==> src/rtl/bbox_msg_reader.sv <==
// rtl/bbox_msg_reader.sv - polls a remote FIFO over Avalon-MM and decodes 3-word bounding-box messages
module bbox_msg_reader #(
    parameter int          POLL_GAP = 16,
    parameter logic [31:0] MSG_ID   = 32'h00524242
) (
    input  logic        clk,
    input  logic        reset_n,
    input  logic        enable,
    input  logic        flush_req,
    output logic        m_chipselect,
    output logic        m_read,
    output logic        m_write,
    output logic [2:0]  m_address,
    output logic [31:0] m_writedata,
    input  logic [31:0] m_readdata,
    output logic        bb_valid,
    input  logic        bb_ready,
    output logic [2:0]  bb_col,
    output logic [10:0] bb_x_min,
    output logic [10:0] bb_y_min,
    output logic [10:0] bb_x_max,
    output logic [10:0] bb_y_max,
    output logic [7:0]  sync_err,
    output logic [15:0] msg_cnt
);
    typedef enum logic [2:0] {
        IDLE, POLL_RD, POLL_WT, GAP, MSG_RD, MSG_WT, OUT, FLUSH
    } state_t;

    localparam logic [15:0] GAP_LAST = 16'(POLL_GAP - 1);

    state_t      state_q;
    logic [7:0]  avail_q;
    logic [1:0]  idx_q;
    logic [15:0] gap_q;
    logic        flush_pend_q;
    logic        cs_q, rd_q, wr_q;
    logic [2:0]  addr_q;
    logic [31:0] wdata_q;
    logic        bb_valid_q;
    logic [2:0]  col_q;
    logic [10:0] x_min_q, y_min_q, x_max_q, y_max_q;
    logic [7:0]  sync_err_q;
    logic [15:0] msg_cnt_q;
    logic [7:0]  need_words;

    // Words still to be read after the one arriving now; avail_q was already decremented for it.
    always_comb begin
        need_words = 8'd1;
        if (idx_q == 2'd0)
            need_words = (m_readdata == MSG_ID) ? 8'd2 : 8'd3;
    end

    always_ff @(posedge clk) begin
        if (!reset_n) begin
            state_q      <= IDLE;
            avail_q      <= 8'd0;
            idx_q        <= 2'd0;
            gap_q        <= 16'd0;
            flush_pend_q <= 1'b0;
            cs_q         <= 1'b0;
            rd_q         <= 1'b0;
            wr_q         <= 1'b0;
            addr_q       <= 3'd0;
            wdata_q      <= 32'd0;
            bb_valid_q   <= 1'b0;
            col_q        <= 3'd0;
            x_min_q      <= 11'd0;
            y_min_q      <= 11'd0;
            x_max_q      <= 11'd0;
            y_max_q      <= 11'd0;
            sync_err_q   <= 8'd0;
            msg_cnt_q    <= 16'd0;
        end else begin
            if (flush_req)
                flush_pend_q <= 1'b1;
            case (state_q)
                IDLE: begin
                    if (flush_pend_q) begin
                        wr_q    <= 1'b1;
                        cs_q    <= 1'b1;
                        addr_q  <= 3'd0;
                        wdata_q <= 32'h10;
                        state_q <= FLUSH;
                    end else if (enable) begin
                        rd_q    <= 1'b1;
                        cs_q    <= 1'b1;
                        addr_q  <= 3'd0;
                        state_q <= POLL_RD;
                    end
                end
                POLL_RD: begin
                    rd_q    <= 1'b0;
                    cs_q    <= 1'b0;
                    addr_q  <= 3'd0;
                    state_q <= POLL_WT;
                end
                POLL_WT: begin
                    avail_q <= m_readdata[15:8];
                    if (m_readdata[15:8] >= 8'd3) begin
                        rd_q    <= 1'b1;
                        cs_q    <= 1'b1;
                        addr_q  <= 3'd1;
                        state_q <= MSG_RD;
                    end else begin
                        gap_q   <= 16'd0;
                        state_q <= GAP;
                    end
                end
                GAP: begin
                    if (gap_q == GAP_LAST)
                        state_q <= IDLE;
                    else
                        gap_q <= gap_q + 16'd1;
                end
                MSG_RD: begin
                    rd_q    <= 1'b0;
                    cs_q    <= 1'b0;
                    addr_q  <= 3'd0;
                    avail_q <= (avail_q != 8'd0) ? avail_q - 8'd1 : 8'd0;
                    state_q <= MSG_WT;
                end
                MSG_WT: begin
                    if (idx_q == 2'd2) begin
                        x_max_q    <= m_readdata[26:16];
                        y_max_q    <= m_readdata[10:0];
                        bb_valid_q <= 1'b1;
                        state_q    <= OUT;
                    end else begin
                        if (idx_q == 2'd0) begin
                            if (m_readdata == MSG_ID)
                                idx_q <= 2'd1;
                            else if (sync_err_q != 8'hFF)
                                sync_err_q <= sync_err_q + 8'd1;
                        end else begin
                            col_q   <= m_readdata[31:29];
                            x_min_q <= m_readdata[26:16];
                            y_min_q <= m_readdata[10:0];
                            idx_q   <= 2'd2;
                        end
                        rd_q <= 1'b1;
                        cs_q <= 1'b1;
                        // Not enough words left: re-poll status, keeping header/body progress.
                        if (need_words > avail_q) begin
                            addr_q  <= 3'd0;
                            state_q <= POLL_RD;
                        end else begin
                            addr_q  <= 3'd1;
                            state_q <= MSG_RD;
                        end
                    end
                end
                OUT: begin
                    if (bb_ready) begin
                        msg_cnt_q  <= msg_cnt_q + 16'd1;
                        bb_valid_q <= 1'b0;
                        idx_q      <= 2'd0;
                        state_q    <= IDLE;
                    end
                end
                FLUSH: begin
                    wr_q         <= 1'b0;
                    cs_q         <= 1'b0;
                    wdata_q      <= 32'd0;
                    flush_pend_q <= 1'b0;
                    sync_err_q   <= 8'd0;
                    idx_q        <= 2'd0;
                    state_q      <= IDLE;
                end
                default: state_q <= IDLE;
            endcase
        end
    end

    assign m_chipselect = cs_q;
    assign m_read       = rd_q;
    assign m_write      = wr_q;
    assign m_address    = addr_q;
    assign m_writedata  = wdata_q;
    assign bb_valid     = bb_valid_q;
    assign bb_col       = col_q;
    assign bb_x_min     = x_min_q;
    assign bb_y_min     = y_min_q;
    assign bb_x_max     = x_max_q;
    assign bb_y_max     = y_max_q;
    assign sync_err     = sync_err_q;
    assign msg_cnt      = msg_cnt_q;
endmodule

==> config.mk <==
export PLATFORM = sky130hd
export DESIGN_NAME = bbox_msg_reader
export DESIGN_NICKNAME = d
export VERILOG_FILES = /design/src/rtl/bbox_msg_reader.sv
export SDC_FILE = /design/constraint.sdc
export NUM_CORES = 1
export LEC_CHECK = 0
export CAP_MARGIN = 5
export CORE_MARGIN = 2
export CORE_UTILIZATION = 35
export DETAILED_ROUTE_END_ITERATION = 8
export PLACE_DENSITY = 0.67
export SYNTH_ARGS = -nofsm -noshare
export SYNTH_HDL_FRONTEND = slang
export SYNTH_SLANG_ARGS = --single-unit
==> constraint.sdc <==
create_clock -name clk -period 2.9 [get_ports clk]
set_input_delay 0.58 -clock clk [delete_from_list [all_inputs] [get_ports clk]]
set_output_delay 0.58 -clock clk [all_outputs]
set_load 0.02 [all_outputs]
==> results.yml, run 1 <==
synthesis:
  yosys_warnings: 0
  ys_dominant_reg_cell: "dfxtp_1"
  synth_edf_count: 0
  syn_inst: 631
  synth_compound_area_share_pct: 16.7
  syn_avg_cell_area_um2: 8.34
  syn_area_um2: 5260
  yosys.area_share.simple_pct: 24.7
  synth_fa_ha_area_share_pct: 1.81
  synth_top_family_by_area: "simple AND/OR/NAND/NOR gates"
  ys_ff_latch: 106
  yosysSeqAreaShare_pct: 40.3
  async_reset_ff_share_pct: 0
  muxShareOfSynthArea_pct: 4.75
  yosys.cell_types.count: 62
  synth_xor_area_share_pct: 2.50
grt:
  grt_pass1_wl_mm: 22.3
  grt_max_degree: 77
  antenna_found_initial: 0
  grt_pass1_vias: 4340
  grtUsageTotal_pct: 17.1
  overflow: 0
critical_path:
  cp-endpoint: "state_q[2]"
  reg2reg_slack_ns: 0.71
  worstPathRequired_ns: 3.16
  startpoint_type: "primary input"
  slowest_stage: "or4_4"
  worstPathArrival_ns: 3.09
  ff2ff_path_depth: 7
  path_max_fanout: 3
  crit_buf_inv: 1
  worstReg2RegEnd: "state_q[2]"
  crit_path_max_incr_delay_ns: 0.48
  path_cells: "clkdlybuf4s15_1 > nor4b_2 > nand4_1 > or4_4 > nor3_4 > ha_2 > nor2b_1 > o2111ai_2 > nor2_1 > o311a_1 > a2111oi_4"
  worstSetupEndpointType: "flop"
  crit_type: "primary input to flop"
  cp-startpoint: "m_readdata[16]"
  worst-path-stages: 11
  worst_r2r_startpoint: "idx_q[0]"
  crit_family: "simple AND/OR/NAND/NOR gates"
finish:
  syn_to_final_growth_pct: 33.3
  drive_gt1_share_pct: 14.5
  final_core_util_pct: 48.1
  multi_input_area_um2: 2920
  regArea_um2: 2120
  nets: 810
  insertedDiodeCount: 0
  fin_cells: 955
  fill_cells: 1438
power:
  p_per_area_nw_per_um2: 597
  peakVddDrop_uv: 305
  power_leakage_uw: 0.00279
sta:
  slew_viol_final: 0
  layout_min_cycle_time_ns: 2.84
  tns_ns: 0
  slew_headroom_pct: 29.6
  timing.final.crit_share_pct: 97.8
  fin_skew_ns: 0.00877
  finalSetupViolCount: 0
  fmax_mhz: 353
  finalHoldViolations: 0
  tightest_slew_ns: 1.06
detailed_routing:
  drt_pass1_iterations: 4
  drt_drc_violations_left: 0
  vias_per_cell: 5.06
  vias: 4832
  final_antenna_net_count: 0
  drt_iter0_drc: 278
  routedWlPerCell_um: 14.5
  routed_wl_mm: 13.9
floorplan:
  die_y_um: 127
  fp.dieW_um: 127
  core-area_um2: 14600
  ios: 147
  dieArea_um2: 16000
  start_util_pct: 36.1
  rows: 44
worst_hold_path:
  hold_path.class: "flop to flop"
clock_network:
  cts.sinks: 106
  postCtsHoldBufs: 0
  clockBufferDepth: 2
  clockRootBuffer: "clkbuf_16"
  numCtsBuffers: 9
  clk_pin_slew_ns: 0.07
  cts_tree: "built"
  clock_latency_ns: 0.35
  htreeDepth: 3
place:
  dpl.cell_count: 935
  io_buffers: 113
  dp_hpwl_mm: 9.67
  gp_congestion: 0.855
run:
  maxCapViolations: 0
run_status:
  outcome: "completed"
## placed cells by master (no fill, tap or decap), types with 8 or more instances in the layout
cell type / Yosys / layout
dfxtp_1: 106 / 106
nand2_1: 87 / 85
clkdlybuf4s50_1: 0 / 81
a21oi_1: 54 / 54
nor2_1: 53 / 52
buf_4: 34 / 46
o21ai_0: 33 / 33
conb_1: 1 / 33
mux2i_1: 25 / 25
or3_1: 20 / 20
nand3_1: 18 / 17
inv_1: 15 / 15
clkbuf_2: 0 / 15
nand4_1: 11 / 11
or4_1: 12 / 11
nor3_1: 12 / 10
xnor2_1: 9 / 9
clkbuf_16: 0 / 9
dlygate4sd2_1: 0 / 8
## sequential cells by signal (all words and copies together), names as in the netlist, 2 cells and up
signal / cells
sync_err: 8
bb_y_min: 11
avail_q: 8
msg_cnt: 16
bb_x_min: 11
state_q: 3
gap_q: 16
bb_y_max: 11
bb_x_max: 11
idx_q: 2
bb_col: 3
## how the worst min path moves through the flow
| stage | from | slack (ns) | depth (start not counted) | end |
|---|---|---|---|---|
| after floorplan | gap_q[15] | 0.45 | 2 | gap_q[15] |
| after global placement | bb_x_min[5] | 0.44 | 2 | bb_x_min[5] |
| after detailed placement | bb_y_min[4] | 0.45 | 2 | bb_y_min[4] |
| after CTS | bb_y_min[4] | 0.46 | 2 | bb_y_min[4] |
| after global routing | bb_y_min[4] | 0.47 | 2 | bb_y_min[4] |
| final | bb_y_min[5] | 0.46 | 2 | bb_y_min[5] |
## area by class of cell
type,count,share of cell area [%]
multi-input cells,474,41.7
well taps,184,3.28
repair buffers,159,20.1
clock inverters,5,0.553
flip-flops and latches,106,30.2
clock buffers,11,3.32
inverters,16,0.856
## through the flow
stage / setup WS, ns / hold slack [ns] / instance area, um2 / power (uW)
after floorplan: 0.0437 / 0.446 / 5390 / 2690
after global placement: -0.705 / 0.441 / 6650 / 3020
after detailed placement: -0.789 / 0.448 / 6650 / 3020
after CTS: 0.00401 / 0.457 / 7010 / 4200
after global routing: -0.0685 / 0.471 / 7020 / 4450
final: 0.0648 / 0.455 / 7020 / 4190
## kinds of logic after synthesis
kind of cell | after synthesis
AOI/OAI and AO/OA | 141
xor gates and xnor gates | 15
adders and majority gates | 7
buffers and inverters | 83
DFF | 106
muxes | 25
other | 1
and+or+nand+nor | 253
## layer usage
metal	track usage, %	share of wire [%]	vias to the layer above
li1	-	-	2440
met1	22.4	45	2227
met2	25.5	44	151
met3	7.72	9.4	14
met4	4.78	1.4	0
met5	0	0	-
## where the power goes
part           internal [uW]  switching [uW]  leakage (uW)
sequential              1550             143      0.000857
clock                    590             564      0.000131
combinational            592             744       0.00180
total                   2740            1450       0.00279
## synthesized netlist by cell type (9+ instances only)
master / instances / share of area, %
a21oi_1: 54 / 5.1
buf_4: 34 / 4.8
clkbuf_1: 22 / 1.6
dfxtp_1: 106 / 40
inv_1: 15 / 1.1
mux2i_1: 25 / 4.8
nand2_1: 87 / 6.2
nand3_1: 18 / 1.7
nand4_1: 11 / 1.3
nor2_1: 53 / 3.8
nor3_1: 12 / 1.1
o21ai_0: 33 / 3.1
or3_1: 20 / 2.4
or4_1: 12 / 1.7
xnor2_1: 9 / 1.5
## worst reg2reg max path, delay by kind of cell, from the launching register on
kind            cells  cell delay [ns]
compound gates      3             0.90
simple gates        3             0.50
flops               1             0.38
fa+ha+maj           1             0.31
## repair_timing
item / CTS / global route
setup buffers: 2 / 3
gates resized for setup: 49 / 37
setup endpoints to repair: 3 / 3
pin swaps: 18 / 18
No activity file was read; power rests on OpenSTA's default activity.
==> run 2: changes to the inputs <==
CORE_UTILIZATION = 38   (was 35)
PLACE_DENSITY = 0.71   (was 0.67)
==> results.yml, run 2 (synthesis results as in run 1) <==
run_status:
  outcome: "completed"
sta:
  tns_ns: 0
  finalHoldViolations: 0
  rsz0062_at_grt: "no"
  layout_min_cycle_time_ns: 2.77
  timing.final.crit_share_pct: 95.5
  slew_viol_final: 0
  postLayoutSetupSlackWorst_ns: 0.131
  fmax_mhz: 361
  slew_headroom_pct: 52.2
  finalSetupViolCount: 0
  tightest_slew_ns: 0.717
  fin_skew_ns: 0.0118
worst_hold_path:
  hold_path.class: "flop to flop"
  hp-start: "bb_x_min[8]"
critical_path:
  crit_type: "primary input to flop"
  worstPathRequired_ns: 3.16
  startpoint_type: "primary input"
  worst_r2r_startpoint: "state_q[2]"
  worstSetupEndpointType: "flop"
  path_max_fanout: 2
  cp-startpoint: "m_readdata[26]"
  worstPathArrival_ns: 3.03
finish:
  insertedDiodeCount: 0
  final_common_cell: "dfxtp_1"
  final_cell_mix: "dfxtp_1 (106), nand2_1 (86), clkdlybuf4s50_1 (83), a21oi_1 (54), nor2_1 (53)"
  multi_input_area_um2: 2890
  fill_cells: 1283
  regArea_um2: 2120
  nets: 814
  final_area_um2: 7090
  drive_gt1_share_pct: 13.3
  syn_to_final_growth_pct: 34.8
power:
  pwr-share-comb_pct: 30.5
  p_clk_share_pct: 29.6
  switching_share_pct: 33.5
  power_leakage_uw: 0.00279
  p_per_area_nw_per_um2: 604
  peakVddDrop_uv: 345
  p_seq_share_pct: 39.9
  cell_internal_pwr_uw: 2850
  switching_power_uw: 1440
detailed_routing:
  drt_pass1_iterations: 5
  routed_wl_mm: 13.5
  drt_drc_violations_left: 0
  final_antenna_net_count: 0
  routedWlPerCell_um: 14.2
  vias: 4932
  vias_per_cell: 5.16
  drt_iter0_drc: 275
place:
  place_area_um2: 6710
  dp_hpwl_mm: 9.62
  gp_congestion: 0.860
  pre_cts_slack_ns: -0.787
  io_buffers: 113
clock_network:
  clock_latency_ns: 0.36
  clockRootBuffer: "clkbuf_16"
  cts_tree: "built"
  cts.sinks: 106
  clockBufferDepth: 2
  postCtsHoldBufs: 0
  numCtsBuffers: 9
  htreeDepth: 3
  clk_pin_slew_ns: 0.07
grt:
  grt_pass1_wl_mm: 21.6
  overflow: 0
  grt_pass1_vias: 4290
  grtUsageTotal_pct: 18.4
  grt_max_degree: 70
  antenna_found_initial: 0
run:
  maxCapViolations: 0
floorplan:
  start_util_pct: 38.4
  rows: 43
  fp.dieW_um: 122
  die_y_um: 122
  ios: 147
  core-area_um2: 13700
  dieArea_um2: 14800
## run 2: changes by cell type in the layout (fill, tap and decap cells not counted), sizes merged, moves of 2 or more
cell           delta
dlygate4sd2       +9
clkdlybuf4s15     +9
clkbuf           -15
dlymetal6s2s      -6
clkdlybuf4s50     +2
buf               +4
## run 2: path summary, 6_finish.rpt
path / endpoint / slack (ns) / cells after the start
max reg2reg: state_q[0] / 0.72 / 7
max: state_q[2] / 0.13 / 12
min reg2reg: bb_x_min[8] / 0.45 / 2
min: bb_x_min[8] / 0.45 / 2
## run 2: area by class of cell
class                   count  share of cell area (%)
multi-input cells         474                    40.8
flip-flops and latches    106                    29.9
clock buffers              10                    3.37
repair buffers            163                    20.9
well taps                 180                    3.17
clock inverters             6                   0.970
inverters                  16                   0.847
## run 2: power groups by stage
stage	combinational (uW)	clock [uW]	sequential [uW]
6_report	1310	1270	1710
5_1_grt	1460	1360	1740
3_3_place_gp	1270	0	1740
3_5_place_dp	1280	0	1740
4_1_cts	1300	1300	1710
2_1_floorplan	994	0	1690
## run 2: repair_timing
item	in CTS	in global routing
buffers inserted	1	0
setup endpoints to repair	3	2
gates resized for setup	57	5
pin swaps	17	10
## run 2: through the flow
step | instances | utilization [%] | power, uW | hold WS [ns]
floorplan | 663 | - | 2690 | 0.446
global placement | 940 | 48.9 | 3010 | 0.441
detailed placement | 940 | 48.9 | 3020 | 0.447
CTS | 955 | 51.7 | 4310 | 0.456
global route | 955 | 51.7 | 4560 | 0.475
finish | 955 | 51.7 | 4280 | 0.454
## run 2: per-layer routing
metal | vias up | track usage [%] | share of wire, %
li1 | 2452 | - | -
met1 | 2322 | 24.0 | 45
met2 | 144 | 27.7 | 46
met3 | 14 | 8.10 | 8.0
met4 | 0 | 5.17 | 1.2
met5 | - | 0 | 0
## run 2: worst max-delay path, stage by stage
cell,delay (ns)
dlygate4sd2_1,0.25
nor4b_2,0.21
buf_4,0.15
nand2_2,0.05
or4_4,0.55
nor3_2,0.12
ha_2,0.18
nor2b_1,0.04
o2111ai_2,0.19
nor2_1,0.06
o311a_1,0.30
a2111oi_2,0.33
==> run 3: changes to the inputs <==
SKIP_LAST_GASP = 1   (was unset)
==> results of run 3 <==
Same layout as run 2: the final DEF is identical, and so are final timing and power.
